==> src/rtl/tone_write_scheduler_pkg.sv <==
// tone_ctrl_pkg: shared constants, address map and command types for the tone write scheduler
package tone_ctrl_pkg;
    localparam logic [9:0] SAFE_START = 10'd12;
    localparam logic [7:0] SLOT_ACCUM = 8'd0;
    localparam logic [7:0] SLOT_SAMPLE = 8'd1;
    localparam logic [7:0] SLOT_MIX = 8'd2;
    localparam logic [3:0] ADDR_PHASE_BASE = 4'h0;
    localparam logic [3:0] ADDR_VOLUME_BASE = 4'h4;
    localparam logic [3:0] ADDR_WAVE_TYPE = 4'h8;
    typedef enum logic [1:0] {ST_IDLE, ST_LO, ST_HI} asm_state_e;
    typedef struct packed {
        logic [3:0] addr;
        logic [15:0] data;
    } cmd_t;
    function automatic logic in_window(input logic [9:0] count);
        return count >= SAFE_START;
    endfunction
endpackage

==> src/rtl/tone_write_scheduler_cmd_fifo.sv <==
// cmd_fifo: synchronous power-of-two FIFO holding queued register write commands
module cmd_fifo #(
    parameter int DEPTH = 4,
    parameter int WIDTH = 20,
    localparam int AW = $clog2(DEPTH)
) (
    input  logic             clk_in,
    input  logic             reset_in,
    input  logic             push_in,
    input  logic             pop_in,
    input  logic [WIDTH-1:0] data_in,
    output logic [WIDTH-1:0] data_out,
    output logic             full_out,
    output logic             empty_out,
    output logic [AW:0]      level_out
);
    logic [WIDTH-1:0] mem_q [DEPTH];
    logic [AW-1:0] wr_ptr_q, wr_ptr_d, rd_ptr_q, rd_ptr_d;
    logic [AW:0] level_q, level_d;
    logic do_push, do_pop;
    assign full_out = level_q == (AW+1)'(DEPTH);
    assign empty_out = level_q == '0;
    assign level_out = level_q;
    assign data_out = mem_q[rd_ptr_q];
    // pointer and occupancy update; pointers wrap naturally since DEPTH is a power of two
    always_comb begin
        do_push = push_in && !full_out;
        do_pop = pop_in && !empty_out;
        wr_ptr_d = wr_ptr_q + AW'(do_push);
        rd_ptr_d = rd_ptr_q + AW'(do_pop);
        level_d = level_q + (AW+1)'(do_push) - (AW+1)'(do_pop);
    end
    // control state registers
    always_ff @(posedge clk_in) begin
        if (reset_in) begin
            wr_ptr_q <= '0;
            rd_ptr_q <= '0;
            level_q <= '0;
        end else begin
            wr_ptr_q <= wr_ptr_d;
            rd_ptr_q <= rd_ptr_d;
            level_q <= level_d;
        end
    end
    // storage needs no reset: only slots below the level are ever read
    always_ff @(posedge clk_in) begin
        if (do_push) mem_q[wr_ptr_q] <= data_in;
    end
endmodule

==> src/rtl/tone_write_scheduler.sv <==
// tone_write_scheduler: slot counter, 3-byte command assembler and safe-window write issue; CMD_TIMEOUT_EN adds a partial-command timeout
module tone_write_scheduler
    import tone_ctrl_pkg::*;
#(
    parameter int FIFO_DEPTH = 4,
    parameter int TIMEOUT_CYCLES = 255,
    localparam int LW = $clog2(FIFO_DEPTH) + 1
) (
    input  logic          clk_in,
    input  logic          reset_in,
    input  logic [7:0]    bus_data_in,
    input  logic          bus_valid_in,
    output logic          bus_ready_out,
    output logic [9:0]    master_count_out,
    output logic [15:0]   wr_data_out,
    output logic [3:0]    wr_addr_out,
    output logic          wr_valid_out,
    output logic          err_out,
    output logic [LW-1:0] fifo_level_out
);
    logic [9:0] count_q, count_d;
    asm_state_e state_q, state_d;
    logic [3:0] addr_q, addr_d;
    logic bad_q, bad_d;
    logic [7:0] lo_q, lo_d;
    logic push_q, push_d;
    cmd_t cmd_q, cmd_d;
    logic err_q, err_d;
    logic wr_valid_q, wr_valid_d;
    logic [3:0] wr_addr_q, wr_addr_d;
    logic [15:0] wr_data_q, wr_data_d;
    cmd_t head;
    logic fifo_full, fifo_empty, accept, pop;
`ifdef CMD_TIMEOUT_EN
    localparam int IW = $clog2(TIMEOUT_CYCLES + 1);
    logic [IW-1:0] idle_q, idle_d;
`endif
    assign bus_ready_out = !fifo_full;
    assign master_count_out = count_q;
    assign wr_valid_out = wr_valid_q;
    assign wr_addr_out = wr_addr_q;
    assign wr_data_out = wr_data_q;
    assign err_out = err_q;
    cmd_fifo #(.DEPTH(FIFO_DEPTH), .WIDTH(20)) u_fifo (
        .clk_in(clk_in),
        .reset_in(reset_in),
        .push_in(push_q),
        .pop_in(pop),
        .data_in(cmd_q),
        .data_out(head),
        .full_out(fifo_full),
        .empty_out(fifo_empty),
        .level_out(fifo_level_out)
    );
    // assembler next state, one-cycle delayed push, and pop gated on the upcoming slot
    always_comb begin
        accept = bus_valid_in && !fifo_full;
        count_d = count_q + 10'd1;
        pop = !fifo_empty && in_window(count_d);
        state_d = state_q;
        addr_d = addr_q;
        bad_d = bad_q;
        lo_d = lo_q;
        push_d = 1'b0;
        cmd_d = cmd_q;
        err_d = err_q;
        if (accept) begin
            case (state_q)
                ST_IDLE: begin
                    addr_d = bus_data_in[3:0];
                    bad_d = |bus_data_in[7:4];
                    err_d = err_q || (|bus_data_in[7:4]);
                    state_d = ST_LO;
                end
                ST_LO: begin
                    lo_d = bus_data_in;
                    state_d = ST_HI;
                end
                default: begin
                    push_d = !bad_q;
                    cmd_d = '{addr: addr_q, data: {bus_data_in, lo_q}};
                    state_d = ST_IDLE;
                end
            endcase
        end
`ifdef CMD_TIMEOUT_EN
        idle_d = (accept || state_q == ST_IDLE) ? '0 : fifo_full ? idle_q : idle_q + 1'b1;
        if (!accept && state_q != ST_IDLE && !fifo_full && int'(idle_q) + 1 >= TIMEOUT_CYCLES) begin
            state_d = ST_IDLE;
            err_d = 1'b1;
            idle_d = '0;
        end
`endif
        wr_valid_d = pop;
        wr_addr_d = pop ? head.addr : wr_addr_q;
        wr_data_d = pop ? head.data : wr_data_q;
    end
    // all scheduler state, cleared together so reset drops any partial or queued command
    always_ff @(posedge clk_in) begin
        if (reset_in) begin
            count_q <= '0;
            state_q <= ST_IDLE;
            addr_q <= '0;
            bad_q <= 1'b0;
            lo_q <= '0;
            push_q <= 1'b0;
            cmd_q <= '0;
            err_q <= 1'b0;
            wr_valid_q <= 1'b0;
            wr_addr_q <= '0;
            wr_data_q <= '0;
`ifdef CMD_TIMEOUT_EN
            idle_q <= '0;
`endif
        end else begin
            count_q <= count_d;
            state_q <= state_d;
            addr_q <= addr_d;
            bad_q <= bad_d;
            lo_q <= lo_d;
            push_q <= push_d;
            cmd_q <= cmd_d;
            err_q <= err_d;
            wr_valid_q <= wr_valid_d;
            wr_addr_q <= wr_addr_d;
            wr_data_q <= wr_data_d;
`ifdef CMD_TIMEOUT_EN
            idle_q <= idle_d;
`endif
        end
    end
endmodule

==> config.mk <==
export PLATFORM = sky130hd
export DESIGN_NAME = tone_write_scheduler
export DESIGN_NICKNAME = d
export VERILOG_FILES = /design/src/rtl/tone_write_scheduler_pkg.sv /design/src/rtl/tone_write_scheduler_cmd_fifo.sv /design/src/rtl/tone_write_scheduler.sv
export SDC_FILE = /design/constraint.sdc
export NUM_CORES = 1
export LEC_CHECK = 0
export CORE_UTILIZATION = 57
export DETAILED_ROUTE_END_ITERATION = 8
export DONT_BUFFER_PORTS = 1
export GPL_TIMING_DRIVEN = 0
export PLACE_DENSITY_LB_ADDON = 0.05
export SYNTH_ARGS = -nofsm -noshare
export SYNTH_HDL_FRONTEND = slang
export SYNTH_SLANG_ARGS = --single-unit
==> constraint.sdc <==
create_clock -name clk_in -period 4.3 [get_ports clk_in]
set_clock_uncertainty 0.2 [all_clocks]
set_input_delay 0.645 -clock clk_in [delete_from_list [all_inputs] [get_ports clk_in]]
set_output_delay 0.645 -clock clk_in [all_outputs]
set_load 0.02 [all_outputs]
==> After elaboration in Yosys (flattened, before gate mapping) <==
Memory sizes are Yosys's and may differ from the RTL's. A register that Yosys moved wholly into a read port is not among the register bits.
Cells that the tools add are included.
Widths: inputs -> output; s select.
{ "word_totals": {"mem_bits_ro": 0, "mem_count": 1, "word_cells": 43, "regBits": 55, "ram_bits": 80, "latchBits": 0, "out_inout_bits": 36, "in_bits": 11} }
{ "mem_list": {"columns": ["name", "depth", "word_bits", "read_ports", "rd_clocked_by_memory_dff", "write_ports", "line_no", "rtl"], "rows": [
  ["u_fifo.mem_q", 4, 20, 1, 1, 1, "tone_write_scheduler_cmd_fifo.sv:17", "logic [WIDTH-1:0] mem_q [DEPTH];"]
]} }
{ "op_classes": {"addsub": 5, "multipliers": 0, "shifts": 0, "muxes": 3, "n_bitwise": 2, "reduce_logical": 16, "order_cmp": 1, "n_eq_ne": 2, "div": 0} }
{ "ops": {"columns": ["operator", "n"], "rows": [
  ["$add 10x1->10 const B", 1],
  ["$ge 10x4->1 const B", 1],
  ["$reduce_or 4->1", 2],
  ["$reduce_and 2->1", 3],
  ["$add 2x1->2", 2],
  ["$logic_and 1x1->1", 4],
  ["$pmux 2 s2", 1],
  ["$add 3x1->3", 1],
  ["$eq 3x3->1 const B", 1],
  ["$logic_not 1->1", 3],
  ["$logic_not 3->1", 1],
  ["$sub 3x1->3", 1],
  ["$eq 2x1->1 const B", 1],
  ["$logic_not 2->1", 1],
  ["$mux 1", 2],
  ["$not 1->1", 2],
  ["$reduce_or 2->1", 1],
  ["$logic_or 1x1->1", 1]
]} }

==> Depth between registers and ports, before layout <==
{ "depth": {"ltp_word": 5, "mapped_depth": 16, "ltp_nobuf": 14} }

==> Cells and area by module <==
From an unflattened synthesis, not the netlist that was laid out.
{ "unflattened": {"hier_cells": 420, "hier_area_um2": 5866.9} }
{ "modules_own_cells": {"columns": ["module", "area_per_inst_um2", "instances", "cells_each"], "rows": [
  ["cmd_fifo", 3249.4, 1, 139],
  ["tone_write_scheduler", 2617.5, 1, 281]
]} }

==> Least setup slack after synthesis <==
No wires, ideal clock.
{ "synth_timing": {"kind": "register to register", "from": "reg count_q[0] (netlist: master_count_out[0])", "to": "reg u_fifo.level_q[2] (netlist: u_fifo.level_out[2])", "t_required_ns": 3.972, "setup_time_ns": 0.128, "setup_slack_ns": 0.918, "arrival_time_ns": 3.054, "path_stages_with_launch": 17, "cell_sequence": "dfxtp_1 > ha_1 > buf_2 > a211o_2 > nand2_1 > a31oi_2 > o31ai_4 > buf_6 > inv_1 > ha_1 > inv_1 > ha_1 > inv_1 > fa_1 > xor2_1 > xnor2_1 > nor2_1"} }
{ "synth_between": {"elab_chain_cells": 5} }
{ "synth_lines": {"columns": ["item", "line_no", "rtl"], "rows": [
  ["start, declared", "tone_write_scheduler.sv:21", "logic [9:0] count_q, count_d;"],
  ["start signal, assigned", "tone_write_scheduler.sv:116", "count_q <= count_d;"],
  ["$add 10x1->10", "tone_write_scheduler.sv:58", "count_d = count_q + 10'd1;"],
  ["$ge 10x4->1", "tone_write_scheduler_pkg.sv:16", "return count >= SAFE_START;"],
  ["$logic_and 1x1->1", "tone_write_scheduler.sv:59", "pop = !fifo_empty && in_window(count_d);"],
  ["net pop", "tone_write_scheduler.sv:33", "logic fifo_full, fifo_empty, accept, pop;"],
  ["$logic_and 1x1->1", "tone_write_scheduler_cmd_fifo.sv:28", "do_pop = pop_in && !empty_out;"],
  ["$sub 3x1->3", "tone_write_scheduler_cmd_fifo.sv:31", "level_d = level_q + (AW+1)'(do_push) - (AW+1)'(do_pop);"],
  ["end signal, assigned", "tone_write_scheduler_cmd_fifo.sv:42", "level_q <= level_d;"],
  ["end, declared", "tone_write_scheduler_cmd_fifo.sv:19", "logic [AW:0] level_q, level_d;"]
]} }
The timed path passes the listed nets, and every way through them passes these cells.
A chain may end at the register's enable or synchronous reset.

==> Final worst setup path <==
Ends and elaborated chain as after synthesis.

==> flow_metrics.py <==
metrics = {
    "power_and_ir_drop": {
        "peakVddDrop_mv": 0.227,
        "p_leak_uw": 0.00259,
        "power_density_nw_per_um2": 454,
        "p_total_uw": 3060,
    },
    "setup_path": {
        "start_kind": "flip-flop",
        "worst_path_max_delay_cell": "dfxtp_1",
        "crit_start": "master_count_out[0]$_SDFF_PP0_",
        "cp.arrival_ns": 4.09,
        "reg2reg_from": "master_count_out[0]$_SDFF_PP0_",
        "crit_family": "adder cells",
        "endpoint_kind": "flip-flop",
        "path_class": "reg2reg",
        "critPathMaxFanout": 10,
        "regToRegSetupSlack_ns": 0.41,
        "cpPeakStageDelay_ns": 0.52,
        "worstPathRequired_ns": 4.50,
        "cp_cell_sequence": "ha_1 -> buf_2 -> nand3_1 -> nor4b_1 -> a211oi_1 -> o31ai_4 -> buf_6 -> inv_1 -> ha_1 -> inv_1 -> ha_1 -> inv_1 -> fa_1 -> xor2_1 -> xnor2_1 -> nor2_1",
        "crit_buf_inv": 5,
    },
    "route": {
        "antenna_left": 0,
        "vias_per_cell": 5.65,
        "dr.first_iter.drc_count": 149,
        "wire_per_inst_um": 19.3,
        "drc": 0,
        "vias": 3174,
        "drt-pass1-iter-count": 4,
        "totalWireLength_mm": 10.9,
    },
    "global_route": {
        "grt_pass1_vias": 3262,
        "overflow": 0,
        "grt_pass1_wl_mm": 17.4,
        "grt_max_degree": 21,
        "gr-usage-all-layers": 0.219,
        "antenna_found_initial": 0,
    },
    "final_layout": {
        "seqCellArea_um2": 3900,
        "nets": 433,
        "antenna-diode-count": 0,
        "multi_input_area_um2": 1900,
        "drive_gt1_frac": 0.189,
        "area_growth_pct": 13.6,
        "fill_cells": 688,
    },
    "cts": {
        "cts_htree_levels": 4,
        "clk_latency_ns": 0.52,
        "clkTransAtPathRegs_ns": 0.06,
        "cts_sinks": 155,
        "root_buffer": "clkbuf_8",
        "cts_buffer_depth": 2,
        "cts_resized": 0,
        "numCtsBuffers": 17,
        "cts_setup_buffers": 0,
        "cts_hold_buf": 0,
        "cts_tree": "done",
    },
    "logic_synthesis": {
        "ys_ff_latch": 155,
        "yosysUniqueCellTypes": 44,
        "postSynthAreaPerCell_um2": 15.1,
        "ys_warn_count": 0,
        "syn-cell-area_um2": 5940,
        "yosysSeqAreaShare": 0.657,
        "yosys_most_used_dff": "edfxtp_1",
        "syn_nets": 410,
        "synthArstFlopShare": 0,
        "synth-edff-count": 80,
        "netlist_instances": 393,
    },
    "timing": {
        "final_max_slew_viol_count": 0,
        "fin_crit_sh": 0.905,
        "rsz0062_at_grt": "false",
        "period_needed_ns": 3.89,
        "hold_violations": 0,
        "max_freq_mhz": 257,
        "setup_ws_ns": 0.408,
        "worst_pin_slew_ns": 1.15,
        "finalSetupViolations": 0,
        "slew_headroom": 0.233,
    },
    "run_status": {
        "outcome": "finished, final reports clean",
    },
    "worst_hold_path": {
        "min_path_type": "in2reg",
        "hold_start": "bus_data_in[3]",
    },
    "floorplan": {
        "fp.dieH_um": 104,
        "die_area_um2": 10800,
        "rows": 36,
        "coreArea_um2": 9950,
        "start_util": 0.597,
        "die_w_um": 104,
        "pin_count": 47,
    },
    "place": {
        "dp_hpwl_mm": 7.04,
        "dp_slack_ns": 0.408,
        "place_congestion": 0.743,
        "portBuffers": 0,
    },
    "job": {
        "maxCapViolCount": 0,
    },
}
-- layout by cell type (no fill, tap or decap), types with 2 or more instances in the layout --
master	count
ha_1	5
clkinv_2	3
xnor2_1	8
mux2i_1	33
and3_1	3
nor2b_1	5
a22o_1	20
inv_6	2
clkbuf_1	11
xor2_1	5
and2_1	2
clkinv_4	4
buf_2	6
nand2b_1	40
clkbuf_16	16
edfxtp_1	80
nor2_1	30
clkinvlp_4	2
nand4_1	3
nand3_1	2
dfxtp_1	75
inv_1	4
mux4_2	20
a21oi_1	4
nand2_1	6
buf_6	8
nor2_2	2
bufinv_16	2
-- path summary, 6_finish.rpt --
path | end | cells past startpoint
worst max-delay path | u_fifo.level_out[2]$_SDFF_PP0_ | 16
worst min-delay path | cmd_q[11]$_SDFFE_PP0P_ | 1
worst max register to register | u_fifo.level_out[2]$_SDFF_PP0_ | 16
worst min register to register | push_q$_SDFF_PP0_ | 1
-- kinds of logic after synthesis --
kind of cell             count (synthesis)  synth area share
adder cells (fa/ha/maj)                  6            0.0139
buffers and inverters                   27            0.0259
XOR/XNOR                                13            0.0192
AO/OA/AOI/OAI                           32            0.0520
multiplexers                            53             0.131
flip-flops                             155             0.657
AND/OR/NAND/NOR                        107             0.101
-- where the power goes --
group	internal (uW)	switching [uW]	leakage, uW
registers	1560	18.6	0.00138
logic	33.1	41.2	0.000937
clock network	827	582	0.000273
-- metrics by stage --
step                      cells  hold WS (ns)  area (um^2)  utilization  TNS (ns)
final                       562        0.0484         6750        0.678         0
after global routing        562        0.0180         6750        0.678         0
after CTS                   562        0.0265         6750        0.678         0
after detailed placement    530         0.207         6180        0.621         0
after global placement      526         0.199         6110        0.614     -7.80
after floorplan             393         0.191         5940            -         0
-- synth_stat cells, types with 2 or more instances --
master / number / area share
ha_1: 5 / 0.011
nand2b_1: 40 / 0.042
a22o_1: 20 / 0.029
a21oi_1: 4 / 0.0034
edfxtp_1: 80 / 0.40
nor2_1: 32 / 0.020
nand4_1: 3 / 0.0032
inv_1: 4 / 0.0025
nand2_1: 6 / 0.0038
mux2i_1: 33 / 0.056
xor2_1: 5 / 0.0074
buf_2: 6 / 0.0051
mux4_2: 20 / 0.076
and3_1: 3 / 0.0032
xnor2_1: 8 / 0.012
and2_1: 2 / 0.0021
nor2b_1: 5 / 0.0053
clkbuf_1: 10 / 0.0063
buf_6: 6 / 0.011
dfxtp_1: 75 / 0.25
nand3_1: 2 / 0.0017
nor3b_1: 2 / 0.0025
-- registers in the layout (all words and copies together), names as in the netlist, 3 cells and up --
signal / cells
wr_addr_out: 4
addr_q: 4
u_fifo.mem_q: 80
lo_q: 8
cmd_q: 20
master_count_out: 10
u_fifo.level_out: 3
wr_data_out: 16
-- routing by layer --
layer | vias to the layer above | part of all wire | global-route usage
li1 | 1496 | - | -
met1 | 1593 | 0.45 | 0.284
met2 | 76 | 0.49 | 0.345
met3 | 9 | 0.052 | 0.0739
met4 | 0 | 0.011 | 0.0806
met5 | - | 0 | 0
-- layout make-up --
class,instances,share of cell area
clock inverter,14,0.0217
buffer,23,0.0206
tap,133,0.0247
multi-input combinational,211,0.281
timing repair buffer,4,0.00964
sequential,155,0.578
clock buffer,18,0.0619
inverter,4,0.00222
Power figures use the tool's default switching activity.
